===== config.mk =====
export PLATFORM = sky130hd
export DESIGN_NAME = dbus_xbar_decoder_flat
export DESIGN_NICKNAME = d
export VERILOG_FILES = /design/src/rtl/dbus_xbar_decoder_if.sv /design/src/rtl/dbus_xbar_decoder.sv /design/src/flat_wrapper.sv
export SDC_FILE = /design/constraint.sdc
export NUM_CORES = 1
export LEC_CHECK = 0
export CORE_AREA = 4 4 120 122
export DETAILED_ROUTE_END_ITERATION = 7
export DIE_AREA = 0 0 124 126
export GPL_TIMING_DRIVEN = 0
export HOLD_SLACK_MARGIN = 0.08
export PLACE_DENSITY = 0.79
export SLEW_MARGIN = 20
export SYNTH_ARGS = -nofsm -noshare
export SYNTH_HDL_FRONTEND = slang
export SYNTH_SLANG_ARGS = --single-unit

===== constraint.sdc =====
create_clock -name clk -period 1.7 [get_ports clk]
set_input_delay 0.255 -clock clk [delete_from_list [all_inputs] [get_ports clk]]
set_output_delay 0.255 -clock clk [all_outputs]
set_load 0.02 [all_outputs]

===== src/rtl/dbus_xbar_decoder_if.sv =====
// Bundle of every bus signal around the data-bus decoder: the core-facing
// master port (m_*) and the broadcast/per-slave port (s_*).
// The "slave" modport is the decoder's view, because the decoder is the
// target of the core's master port. The "master" modport is the view of
// the environment around it: the core and the slave devices.
interface dbus_xbar_decoder_if #(
  parameter int N_SLAVES = 4
);
  logic                     m_breq;
  logic                     m_bgnt;
  logic                     m_bstart;
  logic [31:0]              m_addr;
  logic [31:0]              m_wdata;
  logic [1:0]               m_tsize;
  logic                     m_ttype;
  logic [31:0]              m_rdata;
  logic                     m_bdone;
  logic                     m_berror;

  logic [N_SLAVES-1:0]      s_ss;
  logic [N_SLAVES-1:0]      s_bstart;
  logic [31:0]              s_addr;
  logic [31:0]              s_wdata;
  logic [1:0]               s_tsize;
  logic                     s_ttype;
  logic [N_SLAVES*32-1:0]   s_rdata;
  logic [N_SLAVES-1:0]      s_bdone;
  logic [N_SLAVES-1:0]      s_berror;

  modport master (
    output m_breq, m_bstart, m_addr, m_wdata, m_tsize, m_ttype,
    input  m_bgnt, m_rdata, m_bdone, m_berror,
    input  s_ss, s_bstart, s_addr, s_wdata, s_tsize, s_ttype,
    output s_rdata, s_bdone, s_berror
  );

  modport slave (
    input  m_breq, m_bstart, m_addr, m_wdata, m_tsize, m_ttype,
    output m_bgnt, m_rdata, m_bdone, m_berror,
    output s_ss, s_bstart, s_addr, s_wdata, s_tsize, s_ttype,
    input  s_rdata, s_bdone, s_berror
  );
endinterface


===== src/rtl/dbus_xbar_decoder.sv =====
// dbus_xbar_decoder: one data-bus master to N_SLAVES address-decoded slaves.
// The slave is chosen from addr[31:28] at the start strobe and latched for
// the whole transaction. Unmapped addresses complete with a bus error.
// Optional feature macro: DBUS_XBAR_TIMEOUT_EN adds a BUSY watchdog that
// ends a transaction with a bus error after TIMEOUT_CYCLES silent cycles.
module dbus_xbar_decoder #(
  parameter int                    N_SLAVES       = 4,
  parameter logic [N_SLAVES*4-1:0] SLAVE_TAGS     = {4'h3, 4'h2, 4'h1, 4'hF},
  parameter int                    TIMEOUT_CYCLES = 255
) (
  input logic               clk,
  input logic               rst,
  dbus_xbar_decoder_if.slave bus
);

  localparam int IDX_W = (N_SLAVES > 1) ? $clog2(N_SLAVES) : 1;

  localparam logic [1:0] ST_IDLE = 2'd0;
  localparam logic [1:0] ST_BUSY = 2'd1;
  localparam logic [1:0] ST_ERR  = 2'd2;

  logic [1:0]          state;
  logic [1:0]          state_nxt;
  logic [IDX_W-1:0]    sel_idx;
  logic                hit;
  logic [IDX_W-1:0]    hit_idx;
  logic                accept;
  logic                tmo_hit;

  logic [31:0]         rdata_slot [N_SLAVES];
  logic [N_SLAVES-1:0] ss_o;
  logic [N_SLAVES-1:0] bstart_o;
  logic [31:0]         rdata_o;
  logic                bdone_o;
  logic                berror_o;

  // Single master: grant simply mirrors the request; request fields are broadcast.
  assign bus.m_bgnt   = bus.m_breq;
  assign bus.s_addr   = bus.m_addr;
  assign bus.s_wdata  = bus.m_wdata;
  assign bus.s_tsize  = bus.m_tsize;
  assign bus.s_ttype  = bus.m_ttype;

  assign bus.s_ss     = ss_o;
  assign bus.s_bstart = bstart_o;
  assign bus.m_rdata  = rdata_o;
  assign bus.m_bdone  = bdone_o;
  assign bus.m_berror = berror_o;

  // Split the packed slave read-data bus into per-slot words.
  always_comb begin
    for (int i = 0; i < N_SLAVES; i++) begin
      rdata_slot[i] = bus.s_rdata[i*32 +: 32];
    end
  end

  // Address decode; scanning downwards lets the lowest matching slot win.
  always_comb begin
    hit     = 1'b0;
    hit_idx = '0;
    for (int i = N_SLAVES - 1; i >= 0; i--) begin
      if (bus.m_addr[31:28] == SLAVE_TAGS[i*4 +: 4]) begin
        hit     = 1'b1;
        hit_idx = IDX_W'(i);
      end
    end
  end

`ifdef DBUS_XBAR_TIMEOUT_EN
  logic [15:0] tmo_cnt;

  assign tmo_hit = (tmo_cnt == 16'(TIMEOUT_CYCLES - 1));

  // Watchdog counts BUSY cycles since the accepted start strobe.
  always_ff @(posedge clk) begin
    if (rst) begin
      tmo_cnt <= '0;
    end else if (accept) begin
      tmo_cnt <= '0;
    end else if (state == ST_BUSY) begin
      tmo_cnt <= tmo_cnt + 16'd1;
    end
  end
`else
  logic unused_tmo;

  assign tmo_hit    = 1'b0;
  assign unused_tmo = ^TIMEOUT_CYCLES;
`endif

  // Next-state and all slave/master response muxing for the current state.
  always_comb begin
    state_nxt = state;
    accept    = 1'b0;
    ss_o      = '0;
    bstart_o  = '0;
    rdata_o   = '0;
    bdone_o   = 1'b0;
    berror_o  = 1'b0;
    case (state)
      ST_IDLE: begin
        if (bus.m_bstart) begin
          if (hit) begin
            accept            = 1'b1;
            ss_o[hit_idx]     = 1'b1;
            bstart_o[hit_idx] = 1'b1;
            if (bus.s_bdone[hit_idx]) begin
              bdone_o  = 1'b1;
              rdata_o  = rdata_slot[hit_idx];
              berror_o = bus.s_berror[hit_idx];
            end else begin
              state_nxt = ST_BUSY;
            end
          end else begin
            state_nxt = ST_ERR;
          end
        end
      end
      ST_BUSY: begin
        ss_o[sel_idx] = 1'b1;
        if (bus.s_bdone[sel_idx]) begin
          bdone_o   = 1'b1;
          rdata_o   = rdata_slot[sel_idx];
          berror_o  = bus.s_berror[sel_idx];
          state_nxt = ST_IDLE;
        end else if (tmo_hit) begin
          state_nxt = ST_ERR;
        end
      end
      ST_ERR: begin
        bdone_o   = 1'b1;
        berror_o  = 1'b1;
        state_nxt = ST_IDLE;
      end
      default: begin
        state_nxt = ST_IDLE;
      end
    endcase
  end

  // State register and the slave index latched for the transaction lifetime.
  always_ff @(posedge clk) begin
    if (rst) begin
      state   <= ST_IDLE;
      sel_idx <= '0;
    end else begin
      state <= state_nxt;
      if (accept) begin
        sel_idx <= hit_idx;
      end
    end
  end

endmodule


===== src/flat_wrapper.sv =====
// flat-port wrapper written by rule: the top's interface ports become plain ports
module dbus_xbar_decoder_flat 
#(
  parameter int                    N_SLAVES       = 4,
  parameter logic [N_SLAVES*4-1:0] SLAVE_TAGS     = {4'h3, 4'h2, 4'h1, 4'hF},
  parameter int                    TIMEOUT_CYCLES = 255
)
  (clk, rst, bus_m_breq, bus_m_bstart, bus_m_addr, bus_m_wdata, bus_m_tsize, bus_m_ttype, bus_m_bgnt, bus_m_rdata, bus_m_bdone, bus_m_berror, bus_s_ss, bus_s_bstart, bus_s_addr, bus_s_wdata, bus_s_tsize, bus_s_ttype, bus_s_rdata, bus_s_bdone, bus_s_berror);
  dbus_xbar_decoder_if #(.N_SLAVES(N_SLAVES)) bus_i ();
  input logic clk;
  input logic rst;
  input wire logic [$bits(bus_i.m_breq)-1:0] bus_m_breq;
  input wire logic [$bits(bus_i.m_bstart)-1:0] bus_m_bstart;
  input wire logic [$bits(bus_i.m_addr)-1:0] bus_m_addr;
  input wire logic [$bits(bus_i.m_wdata)-1:0] bus_m_wdata;
  input wire logic [$bits(bus_i.m_tsize)-1:0] bus_m_tsize;
  input wire logic [$bits(bus_i.m_ttype)-1:0] bus_m_ttype;
  output wire logic [$bits(bus_i.m_bgnt)-1:0] bus_m_bgnt;
  output wire logic [$bits(bus_i.m_rdata)-1:0] bus_m_rdata;
  output wire logic [$bits(bus_i.m_bdone)-1:0] bus_m_bdone;
  output wire logic [$bits(bus_i.m_berror)-1:0] bus_m_berror;
  output wire logic [$bits(bus_i.s_ss)-1:0] bus_s_ss;
  output wire logic [$bits(bus_i.s_bstart)-1:0] bus_s_bstart;
  output wire logic [$bits(bus_i.s_addr)-1:0] bus_s_addr;
  output wire logic [$bits(bus_i.s_wdata)-1:0] bus_s_wdata;
  output wire logic [$bits(bus_i.s_tsize)-1:0] bus_s_tsize;
  output wire logic [$bits(bus_i.s_ttype)-1:0] bus_s_ttype;
  input wire logic [$bits(bus_i.s_rdata)-1:0] bus_s_rdata;
  input wire logic [$bits(bus_i.s_bdone)-1:0] bus_s_bdone;
  input wire logic [$bits(bus_i.s_berror)-1:0] bus_s_berror;
  assign bus_i.m_breq = bus_m_breq;
  assign bus_i.m_bstart = bus_m_bstart;
  assign bus_i.m_addr = bus_m_addr;
  assign bus_i.m_wdata = bus_m_wdata;
  assign bus_i.m_tsize = bus_m_tsize;
  assign bus_i.m_ttype = bus_m_ttype;
  assign bus_m_bgnt = bus_i.m_bgnt;
  assign bus_m_rdata = bus_i.m_rdata;
  assign bus_m_bdone = bus_i.m_bdone;
  assign bus_m_berror = bus_i.m_berror;
  assign bus_s_ss = bus_i.s_ss;
  assign bus_s_bstart = bus_i.s_bstart;
  assign bus_s_addr = bus_i.s_addr;
  assign bus_s_wdata = bus_i.s_wdata;
  assign bus_s_tsize = bus_i.s_tsize;
  assign bus_s_ttype = bus_i.s_ttype;
  assign bus_i.s_rdata = bus_s_rdata;
  assign bus_i.s_bdone = bus_s_bdone;
  assign bus_i.s_berror = bus_s_berror;
  dbus_xbar_decoder #(.N_SLAVES(N_SLAVES), .SLAVE_TAGS(SLAVE_TAGS), .TIMEOUT_CYCLES(TIMEOUT_CYCLES)) u_core (.clk(clk), .rst(rst), .bus(bus_i));
endmodule

==> results of run 1 <==
[metal layers]
layer | up-vias | routed length, µm | share of wire | track usage
met3 | 44 | 1929 | 0.10 | 0.03812
met2 | 327 | 9786 | 0.51 | 0.4041
met1 | 2293 | 6806 | 0.36 | 0.2460
met5 | - | 0 | 0 | 0
li1 | 2225 | - | - | -
met4 | 0 | 487 | 0.026 | 0.07668
[worst max path at each step]
stage	from	end	slack [ns]	cells after the start
6_report	u_core.sel_idx[0]$_SDFFE_PP0P_	bus_m_rdata[8]	-0.35	6
5_1_grt	u_core.sel_idx[0]$_SDFFE_PP0P_	bus_m_rdata[1]	-0.38	6
4_1_cts	u_core.sel_idx[0]$_SDFFE_PP0P_	bus_m_rdata[30]	-0.38	5
3_5_place_dp	bus_m_addr[28]	bus_m_rdata[30]	-1.53	7
3_3_place_gp	bus_m_addr[28]	bus_m_rdata[30]	-1.53	7
2_1_floorplan	bus_m_addr[31]	bus_m_rdata[12]	-0.05	6
[state kept, by name, indices dropped and copies added, names as in the netlist]
name            count
u_core.sel_idx      2
u_core.state        2
[tightest hold or removal path, delay by kind of cell]
family | cells | cell delay (ns)
AND/OR/NAND/NOR | 2 | 0.28
buffers and inverters | 1 | 0.08
[power groups by stage]
stage,clock network (µW),logic [µW],registers (µW)
after floorplan,0,764,104
after global placement,0,1500,105
after detailed placement,0,1520,106
after CTS,376,1680,106
after global routing,379,1860,106
final,380,1760,106
[through the flow]
stage | util | setup WS, ns | std cells
6_report | 0.5366 | -0.3479 | 911
5_1_grt | 0.5366 | -0.3826 | 911
4_1_cts | 0.5144 | -0.3843 | 900
3_5_place_dp | 0.4648 | -1.529 | 873
3_3_place_gp | 0.4648 | -1.534 | 873
2_1_floorplan | - | -0.04668 | 446
[kinds of logic after synthesis]
logic type      count (synthesis)
compound gates                121
buf+inv                       116
flops                           4
mux                            68
simple gates                  137
[layout make-up]
| type | count | area share |
|---|---|---|
| sequential | 4 | 0.01273 |
| antenna | 1 | 0.0003535 |
| timing repair buffer | 285 | 0.4032 |
| clock buffer | 3 | 0.01061 |
| multi-input combinational | 327 | 0.4091 |
| buffer | 113 | 0.1319 |
| tap | 176 | 0.03111 |
| inverter | 2 | 0.001061 |
[cell usage in the layout, fill, tap and decap left out, types with 3 or more instances in the layout]
master,Yosys,layout
o21ai_1,32,14
nand3_2,0,28
nand2_1,27,26
a211oi_1,8,8
o221ai_1,25,25
mux4_2,34,35
dlygate4sd2_1,0,5
nor3_1,26,25
nor2_1,30,28
mux2i_1,34,34
a21oi_1,45,44
clkdlybuf4s50_1,0,201
nor2_4,1,3
o21ai_4,0,4
buf_6,4,39
clkbuf_16,0,5
buf_8,0,10
clkbuf_2,0,4
clkbuf_4,0,3
o21ai_2,1,16
nand3_1,36,6
buf_2,14,11
nand3b_1,3,3
buf_12,0,6
buf_4,76,116
[timing repair]
action,in CTS,in global routing
pin swaps,12,11
gates resized for setup,341,72
hold buffers,0,0
setup buffers,21,10
gates cloned,4,1
setup endpoints to repair,48,42
==> results.md, run 1 <==
* Outcome: finished with violations
* Failing checks: setup timing
* Worst r2r src: u_core.sel_idx[0]$_SDFFE_PP0P_
* Mapped cell area at roughly 0.0034 mm²
* Fin area at between 0.007 and 0.008 mm²
* Hold WS at 0.4275 ns
* Int Pwr at approximately 1400 µW
* Clock root cell: clkbuf_16
* Synth warn at 0
* Hold path cells at 3
* Layout Area Growth over Synthesis at 108.8%
* Syn avg cell area at between 7 and 8 µm²
* Synth Area in Compound Gates at 0.2219
* Main synth FF type: dfxtp_1
* Clock tree sinks at 4
* Top cells by area, synth: mux4_2 (23%), buf_4 (17%), mux2i_1 (10%)
* Gr usage total at 0.2180
* R2R Path End: u_core.state[0]$_SDFFE_PP0P_
* Clock-pin slew on the worst setup and hold paths at 0.03 ns
* Final hold violation count at 0
* Port bufs at between 200 and 300
* Antenna Nets Post-Route at 0
* Gr ovfl total at 0
* Rel. slew slack at 0.6524
* Post-DP Area at about 0.0061 mm²
* Area leader, netlist: mux4_2
* Power per cell area at ~320 mW/mm²
* Pleak at roughly 0.0027 µW
* Max Clock Freq at about 490 MHz
* Final routed DRC violation total at 0
* CP top delay family: multiplexers
* Die width at 124 µm
* Main combinational cell family by area after synthesis: multiplexers
* Hpwl dp at 13,740 µm
* Hold Path Sink: u_core.state[1]$_SDFFE_PP0P_
* Top-area cell type share of the netlist area at 0.2259
* Hold path start: bus_m_addr[31]
* Xor/xnor cell area share of the yosys netlist at 0
* 1st-iter DRT viols at 210
* Core Region at 0.01319 mm²
* Seq/Total Area, Yosys at 0.02362
* Nets@finish at between 900 and 1,000
* Area occupied by multi-input gates at 0.002895 mm²
* CTS max path bufs at 2
* Commonest cells post-synth: buf_4 (76), a21oi_1 (45), nand3_1 (36)
* Clock share of power at 0.169
* Die ar. at roughly 0.016 mm²
* CP max FO at 7
* Synth Register Bits at 4
* R2r setup slk at roughly 0.14 ns
* First-pass GRT wire length at approximately 27,000 µm
* Vias at 4,889
* CTS buffer count at 3
* Share of cells above drive strength 1 at 0.4074
* Setup TNS at -11.21 ns
* Post-Synth Simple-Gate Area at 0.2016
* Initial Util at 0.2570
* Setup violations, final at 41
* Critical-path top delay cell: mux4_2
* First-pass iteration count of the detailed router at 5
* Switching Power at approximately 870 µW
* RD Place Congestion at roughly 0.87
* Wire length per cell at 20.87 µm
* Layout fillers at between 1,000 and 1,500
* Cell Chain, Critical Path: mux4_2, buf_12, clkbuf_16, nand3_2, o21ai_1, buf_4
* Most instantiated library cell after synthesis: buf_4
* Critical path class: flop to output pin
* Synth unique cells at 39
* Post-synthesis adder-cell area fraction at 0
* RSZ-0062 raised after global routing: yes
* Seq. cell area at roughly 90 µm²
* Pin count of the biggest net entering global routing at 11
* Crit path launch type: flop
* FP Rows at 42
* Switch share at 0.3863
* H-tree depth at 1
* Post-synth ARST share at 0
* Hold crit path type: primary input to flop
* Antenna violations before repair at 1
* Slew @ Worst Pin at 0.5214 ns
* Clk_lat worst skew at about 0.23 ns
* Buf/Inv on CP at 3
* EDFF count, synth at 0
* FF-to-FF path depth at 3
* CTS tree: built
* Top Ports at 317
* Post-synthesis mux area share at 0.3263
* Post-Synthesis Cells at ~450
* Combinational share of power at 0.784
* VDD IR max at ~0.00028 V
* Via density at ~5.4
* Reg power frac at 0.047
* Minimum clock period at just over 2 ns
* Synthesized Nets at 653
* DRT Wirelength at ~19,000 µm
* Setup slack after layout at -0.3479 ns
* CP arrival at ~1.8 ns
* Worst endpoint required time at 1.44 ns
* Die Height at approximately 130 µm
* Crit end category: output pin
* Pins over their slew limit at 0
* Via count of the first global-routing pass at around 5,100
* Final Skew at about 0.00083 ns
* Max cap viols at 0
* Design Power at around 2200 µW
* Fin crit share at 1.205
* CP max stage delay at around 0.54 ns
Note: power is estimated with default switching activity, not from simulation.
==> run 2, diff against run 1 <==
- ABC_CLOCK_PERIOD_IN_PS: default -> 1700
- CTS_CLUSTER_DIAMETER: default -> 50
==> results of run 2 <==
Same layout as run 1: the final DEF is identical, and so are final timing and power.
==> run 3, diff against run 2 <==
- CORE_AREA: 4 4 120 122 -> 3 3 123 125
- DIE_AREA: 0 0 124 126 -> 0 0 126 128
- PLACE_DENSITY: 0.79 -> 0.75
==> run 3 against run 2 <==
  * The run still ends with setup timing left
  * Cell count is the same
  * Maximum frequency increased by 1.8%
  * Highest routed layer unchanged
  * Hold slack better by 0.0029 ns
  * Critical endpoint is now bus_m_rdata[9]
  * Cell area grew 1.9%
==> results.md, run 3 (synthesis gave the netlist of run 1 again) <==
* Minimum clock period at slightly above 2 ns
* Slew @ Worst Pin at 0.4888 ns
* First-pass GRT wire length at roughly 27,000 µm
* Design Power at 2269 µW
* Fin crit share at 1.183
* 1st-iter DRT viols at about 220
* Int Pwr at roughly 1400 µW
* Power per cell area at 314.6 mW/mm²
* Clock root cell: clkbuf_16
* Worst endpoint required time at ~1.4 ns
* Clock share of power at 0.167
* Clock tree sinks at 4
* Wire length per cell at 20.59 µm
* VDD IR max at roughly 0.00024 V
* Final core utilization at 0.5157
* Gr ovfl total at 0
* DP Cell Count at between 800 and 900
* Top Ports at 317
* Vias at ~4,800
* Crit path launch type: flop
* Clk_lat worst skew at 0.23 ns
* Clock-pin slew on the worst setup and hold paths at ~0.03 ns
* Pins over their slew limit at 0
* Final routed DRC violation total at 0
* Antenna Nets Post-Route at 0
* Share of cells above drive strength 1 at 0.4104
* Initial Util at 0.2423
* Hold crit path type: primary input to flop
* CTS max path bufs at 2
* Die Height at between 100 and 150 µm
* Hpwl dp at approximately 14,000 µm
* Layout Area Growth over Synthesis at 112.8%
* Rel. slew slack at 0.6741
* DRT Wirelength at 18,760 µm
* Die ar. at 0.01613 mm²
* Area occupied by multi-input gates at approximately 0.003 mm²
* First-pass iteration count of the detailed router at 4
* Seq. cell area at roughly 93 µm²
* Outcome: finished with violations
* CP arrival at approximately 1.8 ns
* Critical path class: flop to output pin
* CTS buffer count at 3
* Commonest non-fill, non-tap cell in the layout: clkdlybuf4s50_1
* RSZ-0062 raised after global routing: yes
* H-tree depth at 1
* Antenna violations before repair at 0
* Setup TNS at -9.850 ns
* Switch share at 0.3869
* Reg power frac at 0.046
* Largest registers: u_core.sel_idx (2), u_core.state (2)
* Gr usage total at 0.2090
* Pin count of the biggest net entering global routing at 11
* Max Clock Freq at approximately 500 MHz
* CTS tree: built
* Hold WS at about 0.43 ns
* Most frequent cells in the layout: clkdlybuf4s50_1 (201), buf_4 (108), a21oi_1 (44)
* Nets@finish at 940
* Core Region at about 0.014 mm²
* Die width at roughly 130 µm
* Via count of the first global-routing pass at between 4,000 and 5,000
* Non-Filler Instances at between 900 and 1,000
* FP Rows at 43
* Final Skew at about 0.0033 ns
* Combinational share of power at 0.787
* Via density at roughly 5.2
* Layout fillers at between 1,000 and 1,500
* Setup slack after layout at -0.3119 ns
* Port bufs at 251
* RD Place Congestion at roughly 0.86
* Max cap viols at 0
* Setup violations, final at 39
* Final hold violation count at 0
* Failing checks: setup timing
* Pleak at 0.002765 µW
* CP max FO at 8
* Switching Power at just under 900 µW
* Crit end category: output pin
* CTS Hold Buffers Added at 0
* ANT cells at 0
==> run 3: changes by cell type in the layout (fill, tap and decap cells not counted), moves of 4 or more <==
cell     previous run  this run
buf_4             116       108
o21ai_4             4         8
nand3_2            28        23
buf_12              6        10
nand3_4             2         8
==> run 3: worst max-delay path: stages (launching register included) <==
cell,delay (ns)
dfxtp_4,0.37
mux4_2,0.53
buf_12,0.18
clkbuf_16,0.17
nand3_2,0.06
o21ai_1,0.06
buf_4,0.16
==> run 3: through the flow <==
step                setup slack, ns  instance area [µm²]
floorplan                  -0.04668                 3398
global placement             -1.481                 6136
detailed placement           -1.473                 6136
CTS                         -0.3198                 6950
global route                -0.3536                 7214
finish                      -0.3119                 7214
==> run 3: area by class of cell <==
type / instances / share of cell area
multi-input combinational: 326 / 0.4136
tap: 180 / 0.03122
inverter: 2 / 0.001041
sequential: 4 / 0.01283
timing repair buffer: 283 / 0.4001
buffer: 113 / 0.1308
clock buffer: 3 / 0.01041
==> run 3: path summary, 6_finish.rpt <==
path                                                startpoint  depth (start not counted)                            to  slack, ns
worst max-delay path            u_core.sel_idx[0]$_SDFFE_PP0P_                          6                bus_m_rdata[9]      -0.31
worst min-delay path                            bus_m_addr[31]                          3  u_core.state[1]$_SDFFE_PP0P_       0.43
worst max register to register  u_core.sel_idx[0]$_SDFFE_PP0P_                          5  u_core.state[0]$_SDFFE_PP0P_      -0.02
worst min register to register    u_core.state[0]$_SDFFE_PP0P_                          2  u_core.state[1]$_SDFFE_PP0P_       0.66
==> run 3: routing by layer <==
metal	up-vias	share of wire	wire length, µm	track usage
met1	2268	0.37	6903	0.2357
met4	0	0.025	469	0.08013
met5	-	0	0	0
met3	29	0.074	1383	0.03250
met2	252	0.53	10010	0.3937
li1	2224	-	-	-
==> run 3: timing repair <==
item | 4_1_cts | 5_1_grt
resized for setup | 374 | 53
cloned | 6 | 2
endpoints found under the setup margin | 48 | 41
pin swaps | 16 | 10
buffers inserted | 21 | 3
==> run 3: power groups by stage <==
| stage | Combinational, µW | Sequential [µW] | Clock [µW] |
|---|---|---|---|
| floorplan | 764 | 104 | 0 |
| global placement | 1510 | 106 | 0 |
| detailed placement | 1520 | 106 | 0 |
| CTS | 1720 | 105 | 372 |
| global route | 1880 | 104 | 390 |
| finish | 1790 | 104 | 379 |
